--- src/rtl/alu_seq.sv ---
// Purpose: sequences 16/32-bit operations through a 16-bit combinational ALU and holds result/flags.
// Latency: START accepted in IDLE at cycle k; DONE at k+2 (single word) or k+3 (double word).
// Backpressure: none; START is ignored (not queued) while BUSY, so callers wait for BUSY low.
//
// Ports:
//   CLK, RST_N        clock and synchronous active-low reset
//   START, OP, USE_CF operation request; OP[2] = double word, OP[1:0] = ALU function
//   XA, XB            32-bit operands, latched on acceptance
//   BUSY, DONE        status; DONE pulses for one cycle when RESULT/CF/ZF were just updated
//   RESULT, CF, ZF    last completed result and flags
//   ALU_A/B/CIN/FUNC  operand half driven to the external ALU (zero outside LO/HI)
//   ALU_OUT, ALU_COUT combinational ALU response, sampled in the same cycle
module alu_seq (
  input  logic        CLK,
  input  logic        RST_N,
  input  logic        START,
  input  logic [2:0]  OP,
  input  logic        USE_CF,
  input  logic [31:0] XA,
  input  logic [31:0] XB,
  output logic        BUSY,
  output logic        DONE,
  output logic [31:0] RESULT,
  output logic        CF,
  output logic        ZF,
  output logic [15:0] ALU_A,
  output logic [15:0] ALU_B,
  output logic        ALU_CIN,
  output logic [1:0]  ALU_FUNC,
  input  logic [15:0] ALU_OUT,
  input  logic        ALU_COUT
);

  localparam logic [1:0] FUNC_ADD = 2'b00;

  typedef enum logic [1:0] {
    S_IDLE = 2'd0,
    S_LO   = 2'd1,
    S_HI   = 2'd2,
    S_FIN  = 2'd3
  } state_t;

  state_t      state;
  state_t      state_nxt;

  // Operation registers, captured once at acceptance.
  logic [31:0] a_q;
  logic [31:0] b_q;
  logic [1:0]  func_q;
  logic        dbl_q;
  logic        cin_q;

  // Low-half partial result and its carry, used by the high half.
  logic [15:0] low_tmp;
  logic        c_tmp;

  // Architected result and flags.
  logic [31:0] result_q;
  logic        cf_q;
  logic        zf_q;

  // Values written into result/flags on the edge into FIN.
  logic        fin_load;
  logic [31:0] fin_result;
  logic        fin_cf;
  logic        fin_zf;

  logic        accept;

  assign accept = (state == S_IDLE) && START;

  // State register
  always_ff @(posedge CLK) begin
    if (!RST_N) begin
      state <= S_IDLE;
    end else begin
      state <= state_nxt;
    end
  end

  // Next state, ALU drive and FIN-entry result selection
  always_comb begin
    state_nxt  = state;
    ALU_A      = 16'h0000;
    ALU_B      = 16'h0000;
    ALU_CIN    = 1'b0;
    ALU_FUNC   = 2'b00;
    fin_load   = 1'b0;
    fin_result = 32'h0000_0000;
    fin_cf     = 1'b0;
    fin_zf     = 1'b0;

    case (state)
      S_IDLE: begin
        if (START) begin
          state_nxt = S_LO;
        end
      end

      S_LO: begin
        ALU_A    = a_q[15:0];
        ALU_B    = b_q[15:0];
        ALU_FUNC = func_q;
        ALU_CIN  = cin_q;
        if (dbl_q) begin
          state_nxt = S_HI;
        end else begin
          state_nxt  = S_FIN;
          fin_load   = 1'b1;
          fin_result = {16'h0000, ALU_OUT};
          // ALU_COUT carries no meaning for logic functions.
          fin_cf     = (func_q == FUNC_ADD) && ALU_COUT;
          fin_zf     = (ALU_OUT == 16'h0000);
        end
      end

      S_HI: begin
        ALU_A      = a_q[31:16];
        ALU_B      = b_q[31:16];
        ALU_FUNC   = func_q;
        // Carry chain from the low half only for adds.
        ALU_CIN    = (func_q == FUNC_ADD) && c_tmp;
        state_nxt  = S_FIN;
        fin_load   = 1'b1;
        fin_result = {ALU_OUT, low_tmp};
        fin_cf     = (func_q == FUNC_ADD) && ALU_COUT;
        fin_zf     = (ALU_OUT == 16'h0000) && (low_tmp == 16'h0000);
      end

      S_FIN: begin
        state_nxt = S_IDLE;
      end

      default: begin
        state_nxt = S_IDLE;
      end
    endcase
  end

  // Operation capture, low-half staging and result/flag registers
  always_ff @(posedge CLK) begin
    if (!RST_N) begin
      a_q      <= 32'h0000_0000;
      b_q      <= 32'h0000_0000;
      func_q   <= 2'b00;
      dbl_q    <= 1'b0;
      cin_q    <= 1'b0;
      low_tmp  <= 16'h0000;
      c_tmp    <= 1'b0;
      result_q <= 32'h0000_0000;
      cf_q     <= 1'b0;
      zf_q     <= 1'b0;
    end else begin
      if (accept) begin
        a_q    <= XA;
        b_q    <= XB;
        func_q <= OP[1:0];
        dbl_q  <= OP[2];
        // Stored CF feeds the add only on request (add-with-carry).
        cin_q  <= (OP[1:0] == FUNC_ADD) && USE_CF && cf_q;
      end
      if (state == S_LO) begin
        low_tmp <= ALU_OUT;
        c_tmp   <= ALU_COUT;
      end
      if (fin_load) begin
        result_q <= fin_result;
        cf_q     <= fin_cf;
        zf_q     <= fin_zf;
      end
    end
  end

  assign BUSY   = (state != S_IDLE);
  assign DONE   = (state == S_FIN);
  assign RESULT = result_q;
  assign CF     = cf_q;
  assign ZF     = zf_q;

endmodule

--- config.mk ---
export PLATFORM = sky130hd
export DESIGN_NAME = alu_seq
export DESIGN_NICKNAME = d
export VERILOG_FILES = /design/src/rtl/alu_seq.sv
export SDC_FILE = /design/constraint.sdc
export NUM_CORES = 1
export LEC_CHECK = 0
export CORE_MARGIN = 5
export CORE_UTILIZATION = 25
export DETAILED_ROUTE_END_ITERATION = 16
export PLACE_DENSITY = 0.58
export SLEW_MARGIN = 20
export SYNTH_ARGS = -nofsm -noshare
export SYNTH_HDL_FRONTEND = slang
export SYNTH_SLANG_ARGS = --single-unit
--- constraint.sdc ---
create_clock -name CLK -period 3.68 [get_ports CLK]
set_input_delay 0.552 -clock CLK [delete_from_list [all_inputs] [get_ports CLK]]
set_output_delay 0.552 -clock CLK [all_outputs]
set_load 0.01 [all_outputs]
==> impl_metrics.py, run 1 <==
metrics = {
    "setup_path": {
        "critPathLaunchType": "flop",
        "cp_max_fo": 27,
        "crit_chain": "inv_1 -> ha_1 -> and2_2 -> buf_12 -> a22o_1 -> clkdlybuf4s50_1",
        "required_ns": 3.13,
        "crit_slowest_cell": "and2_2",
        "crit_type": "flop to output pin",
        "cp-end-kind": "output pin",
        "critical_path.startpoint": "state[0]",
        "slowest_delay_ns": 0.57,
        "timing.rr.start": "state[1]",
        "worstPathArrival_ns": 2.87,
    },
    "worst_hold_path": {
        "hp-class": "flop to flop",
        "hp-start": "b_q[1]",
    },
    "synthesis": {
        "syn_area_um2": 4900,
        "synthFlopType": "dfxtp_1",
        "yosys_warnings": 0,
        "synth_edf_count": 0,
        "synthCells": 564,
        "seq_area_frac_synth": 0.494,
        "synth-async-reset-ratio": 0,
        "synth_area_leaders": "dfxtp_1, nand2_1, a22o_1",
        "syn-num-nets": 656,
        "synth_cell_types": 32,
        "synth_seq_cells": 121,
        "yosysTopAreaCellShare": 0.494,
        "syn_avg_cell_area_um2": 8.69,
        "yosysTopAreaCell": "dfxtp_1",
    },
    "clocking": {
        "clkTransAtPathRegs_ns": 0.06,
        "cts_resized": 0,
        "htreeDepth": 4,
        "clk_latency_ns": 0.41,
        "holdBufCountCts": 0,
        "cts_tree": "done",
        "cts_sinks": 121,
        "cts_buffers": 17,
        "root_buffer": "clkbuf_16",
        "post_cts_buffers": 0,
        "clock_path_buffers": 2,
    },
    "placed_design": {
        "dp_slack_ns": 0.658,
        "port_buffers": 158,
        "place_congestion": 0.741,
        "placed_area_um2": 6690,
        "placed_cells_incl_taps": 949,
        "dp_hpwl_um": 10500,
    },
    "route": {
        "vias": 4486,
        "wl_per_cell_um": 15.7,
        "wl_um": 15400,
        "viasPerCell": 4.57,
        "drcViolationCount": 0,
        "drt_first_iter_violations": 209,
        "detail_route.first_pass.iterations": 5,
        "detail-route-antenna-nets": 0,
    },
    "timing": {
        "timing.fmax_mhz": 292,
        "final-hold-violation-count": 0,
        "fin_ws_ns": 0.260,
        "slew_headroom": 0.428,
        "finalClockSkew_ns": 0.00636,
        "fin_setup_tns_ns": 0,
        "rsz0062_at_grt": "no",
        "fin_crit_sh": 0.929,
        "setup_violations": 0,
        "period_minus_slack_ns": 3.42,
        "slew_viol_final": 0,
        "worst_slew_pin_slew_ns": 0.858,
    },
    "cells_and_area": {
        "fin_cells": 981,
        "fin_area_um2": 7330,
        "layout_commonest_cell": "clkdlybuf4s50_1",
        "final_cell_mix": "clkdlybuf4s50_1, nand2_1, dfxtp_1, nor2_1, a21oi_1",
        "fin_nets": 795,
        "final_core_util": 0.378,
        "syn2layout_area_growth_pct": 49.6,
        "antenna_cells": 0,
        "drive_gt1_frac": 0.0670,
    },
    "floorplanning": {
        "dieArea_um2": 22500,
        "die_height_um": 150,
        "initial_core_util": 0.253,
        "std_cell_rows": 51,
        "core_um2": 19400,
        "dieWidth_um": 150,
        "num_io_pins": 159,
    },
    "global_routing": {
        "grt_start_max_net_pins": 62,
        "antenna_found_initial": 0,
        "grt_pass1_vias": 4478,
        "grt_use_total": 0.140,
        "grt_pass1_wl_um": 24600,
        "grt_overflow": 0,
    },
    "flow_run": {
        "cap_violations": 0,
    },
    "power_and_ir_drop": {
        "p_leak_uw": 0.00267,
        "power.density_nw_per_um2": 607,
        "ir_drop_mv": 0.315,
    },
    "status": {
        "status": "finished clean",
    },
}
-- registers in the layout, indices dropped and copies added, names as in the netlist, 2 cells and up --
| register | flops |
|---|---|
| func_q | 2 |
| low_tmp | 16 |
| state | 2 |
| RESULT | 32 |
| b_q | 32 |
| a_q | 32 |
-- where the power goes --
| group | internal [µW] | total, µW | switching [µW] |
|---|---|---|---|
| Clock | 1190 | 1780 | 597 |
| Sequential | 1480 | 1590 | 106 |
| Combinational | 469 | 1080 | 608 |
-- cell families after synthesis --
family | Yosys count | share of synthesized area
and+or+nand+nor | 211 | 0.175
buffers and inverters | 53 | 0.0564
adders and majority gates | 4 | 0.0102
DFF | 121 | 0.494
muxes | 17 | 0.0347
AOI/OAI and AO/OA | 158 | 0.230
-- final cells by class --
| type | count | area (µm²) |
|---|---|---|
| Fill cell | 2012 | 12100 |
| Sequential cell | 121 | 2420 |
| Multi-Input combinational cell | 390 | 2210 |
| Timing Repair Buffer | 169 | 1710 |
| Clock buffer | 21 | 470 |
| Tap cell | 265 | 332 |
| Clock inverter | 11 | 169 |
| Inverter | 4 | 16.3 |
-- cell usage after synthesis, types with 2 or more instances --
cell type and n:
nand2_1 138, a21oi_1 51, clkbuf_1 15, ha_1 4, o21ai_0 3, buf_1 4, nor4_1 7, mux2i_1 17
dfxtp_1 121, inv_1 4, nand4_1 2, nor2_1 52, a21boi_0 20, a22o_1 48, and2_1 4, buf_2 20
buf_6 2, a22oi_1 32, buf_4 7
-- worst max-delay path, delay by kind of cell, from the launching register on --
kind	cells	cell delay (ns)
AOI/OAI and AO/OA	1	0.16
adders and majority gates	1	0.49
buffers and inverters	3	0.86
DFF	1	0.37
and+or+nand+nor	1	0.57
-- layer usage --
metal	global-route usage	part of all wire
met1	0.188	0.47
met3	0.0457	0.078
met4	0.0572	0.022
met2	0.206	0.43
met5	0	0
-- through the flow --
stage                     total power, µW  hold slack [ns]
final                                4450            0.453
after global routing                 4710            0.471
after CTS                            4520            0.456
after detailed placement             2720            0.448
after global placement               2710            0.445
after floorplan                      2290            0.432
-- path summary, 6_finish.rpt --
path / slack, ns / depth (start not counted) / endpoint
max: 0.26 / 6 / ALU_B[3]
min: 0.45 / 2 / b_q[1]
max reg2reg: 1.31 / 8 / ZF
min reg2reg: 0.45 / 2 / b_q[1]
Power figures use the tool's default switching activity.
==> run 2, diff against run 1 <==
Settings changed: ABC_AREA from default to 1, PLACE_DENSITY 0.58 to 0.57.
==> impl_metrics.py, run 2 <==
metrics = {
    "status": {
        "status": "finished clean",
    },
    "route": {
        "drcViolationCount": 0,
        "wl_per_cell_um": 14.7,
        "detail-route-antenna-nets": 0,
        "wl_um": 15600,
        "drt_first_iter_violations": 194,
        "detail_route.first_pass.iterations": 6,
        "vias": 4804,
        "viasPerCell": 4.51,
    },
    "synthesis": {
        "yosysTopAreaCell": "dfxtp_1",
        "synth_cell_types": 25,
        "synth_area_leaders": "dfxtp_1, nor2_1, o21ai_0",
        "synth-async-reset-ratio": 0,
        "yosysTopAreaCellShare": 0.490,
        "syn-num-nets": 745,
        "syn_avg_cell_area_um2": 7.58,
        "synth_edf_count": 0,
        "synth_top_cells_by_count": "nor2_1, dfxtp_1, nand2_1, o21ai_0, a21oi_1",
        "yosysMostFrequentCell": "nor2_1",
        "synthFlopType": "dfxtp_1",
        "synth_seq_cells": 121,
        "syn_area_um2": 4950,
        "seq_area_frac_synth": 0.490,
        "synthCells": 653,
        "yosys_warnings": 0,
    },
    "global_routing": {
        "grt_use_total": 0.141,
        "grt_overflow": 0,
        "grt_start_max_net_pins": 68,
        "grt_pass1_wl_um": 25100,
        "grt_pass1_vias": 4854,
        "antenna_found_initial": 3,
    },
    "setup_path": {
        "cp_max_fo": 50,
        "crit_type": "flop to output pin",
        "worstPathArrival_ns": 2.58,
        "required_ns": 3.13,
        "cp-end-kind": "output pin",
        "critPathLaunchType": "flop",
    },
    "clocking": {
        "cts_buffers": 17,
        "root_buffer": "clkbuf_16",
        "cts_resized": 0,
        "htreeDepth": 4,
        "clkTransAtPathRegs_ns": 0.05,
        "clock_path_buffers": 2,
        "clk_latency_ns": 0.41,
        "cts_tree": "done",
        "cts_sinks": 121,
        "holdBufCountCts": 0,
        "post_cts_buffers": 0,
    },
    "power_and_ir_drop": {
        "ir_drop_mv": 0.432,
        "p_sw_uw": 2020,
        "p_leak_uw": 0.00271,
        "swShare": 0.371,
        "power_frac_comb": 0.360,
        "internal_power_uw": 3430,
        "power.density_nw_per_um2": 752,
        "p_seq_frac": 0.344,
        "power.share.clock": 0.296,
    },
    "timing": {
        "fin_crit_sh": 0.852,
        "fin_setup_tns_ns": 0,
        "slew_viol_final": 0,
        "setup_violations": 0,
        "fin_ws_ns": 0.544,
        "final-hold-violation-count": 0,
        "rsz0062_at_grt": "no",
        "slew_headroom": 0.424,
        "timing.fmax_mhz": 319,
        "worst_slew_pin_slew_ns": 0.864,
        "finalClockSkew_ns": 0.00577,
        "worst_hold_slack_ns": 0.461,
        "period_minus_slack_ns": 3.14,
    },
    "cells_and_area": {
        "final_cell_mix": "nor2_1, clkdlybuf4s50_1, dfxtp_1, nand2_1, o21ai_0",
        "fin_nets": 880,
        "fin_area_um2": 7250,
        "fillers": 2034,
        "drive_gt1_frac": 0.0612,
        "layout_commonest_cell": "nor2_1",
        "antenna_cells": 0,
        "syn2layout_area_growth_pct": 46.5,
    },
    "placed_design": {
        "dp_slack_ns": 0.920,
        "placed_area_um2": 6680,
        "place_congestion": 0.775,
        "port_buffers": 158,
        "dp_hpwl_um": 10200,
    },
    "worst_hold_path": {
        "hp-class": "flop to flop",
    },
    "floorplanning": {
        "core_um2": 19500,
        "initial_core_util": 0.254,
        "std_cell_rows": 51,
        "die_height_um": 151,
        "num_io_pins": 159,
        "dieArea_um2": 22700,
        "dieWidth_um": 151,
    },
    "flow_run": {
        "cap_violations": 0,
    },
}
run 2: kinds of logic (layout without fill, tap and decap cells):
kind of cell	count (synthesis)	after routing	synth area share
AO/OA/AOI/OAI	188	188	0.228
adder cells (fa/ha/maj)	4	4	0.0101
flip-flops	121	121	0.490
buffers and inverters	82	230	0.0736
AND/OR/NAND/NOR	258	258	0.198
run 2: routing by layer:
metal | part of all wire | wire [µm] | global-route usage | up-vias
li1 | - | - | - | 2449
met2 | 0.47 | 7370 | 0.238 | 132
met1 | 0.42 | 6620 | 0.162 | 2200
met3 | 0.094 | 1480 | 0.0644 | 17
met5 | 0.0026 | 41 | 0 | -
met4 | 0.0084 | 132 | 0.0349 | 6
run 2: final timing paths:
check | endpoint | start | cells past startpoint | slack, ns
setup / recovery | ALU_B[3] | state[0] | 5 | 0.54
hold / removal | RESULT[22] | RESULT[22] | 2 | 0.46
setup reg to reg | RESULT[3] | state[1] | 9 | 1.01
hold reg to reg | RESULT[22] | RESULT[22] | 2 | 0.46
run 2: final cells by class:
class / instances / area, µm² / share of cell area
inverter: 32 / 120 / 0.0166
clock buffer: 19 / 443 / 0.0611
timing repair buffer: 166 / 1640 / 0.226
clock inverter: 13 / 129 / 0.0178
tap: 265 / 332 / 0.0457
sequential: 121 / 2420 / 0.334
multi-input combinational: 450 / 2170 / 0.299
run 2: power groups by stage:
stage          clock network (µW)  registers (µW)  logic [µW]
3_5_place_dp                    0            1900        2000
3_3_place_gp                    0            1900        1980
6_report                     1610            1880        1960
2_1_floorplan                   0            1890        1270
5_1_grt                      1720            1920        2220
4_1_cts                      1650            1880        2020
run 2: through the flow:
| stage | cells | total power, µW | util |
|---|---|---|---|
| after floorplan | 653 | 3160 | - |
| after global placement | 1034 | 3880 | 0.343 |
| after detailed placement | 1034 | 3910 | 0.343 |
| after CTS | 1066 | 5550 | 0.373 |
| after global routing | 1066 | 5860 | 0.373 |
| final | 1066 | 5450 | 0.373 |
run 2: critical path: stages, from the launching register on:
cell	delay (ns)
dfxtp_1	0.37
inv_1	0.09
ha_2	0.33
buf_4	0.52
a32o_1	0.31
clkdlybuf4s50_1	0.55
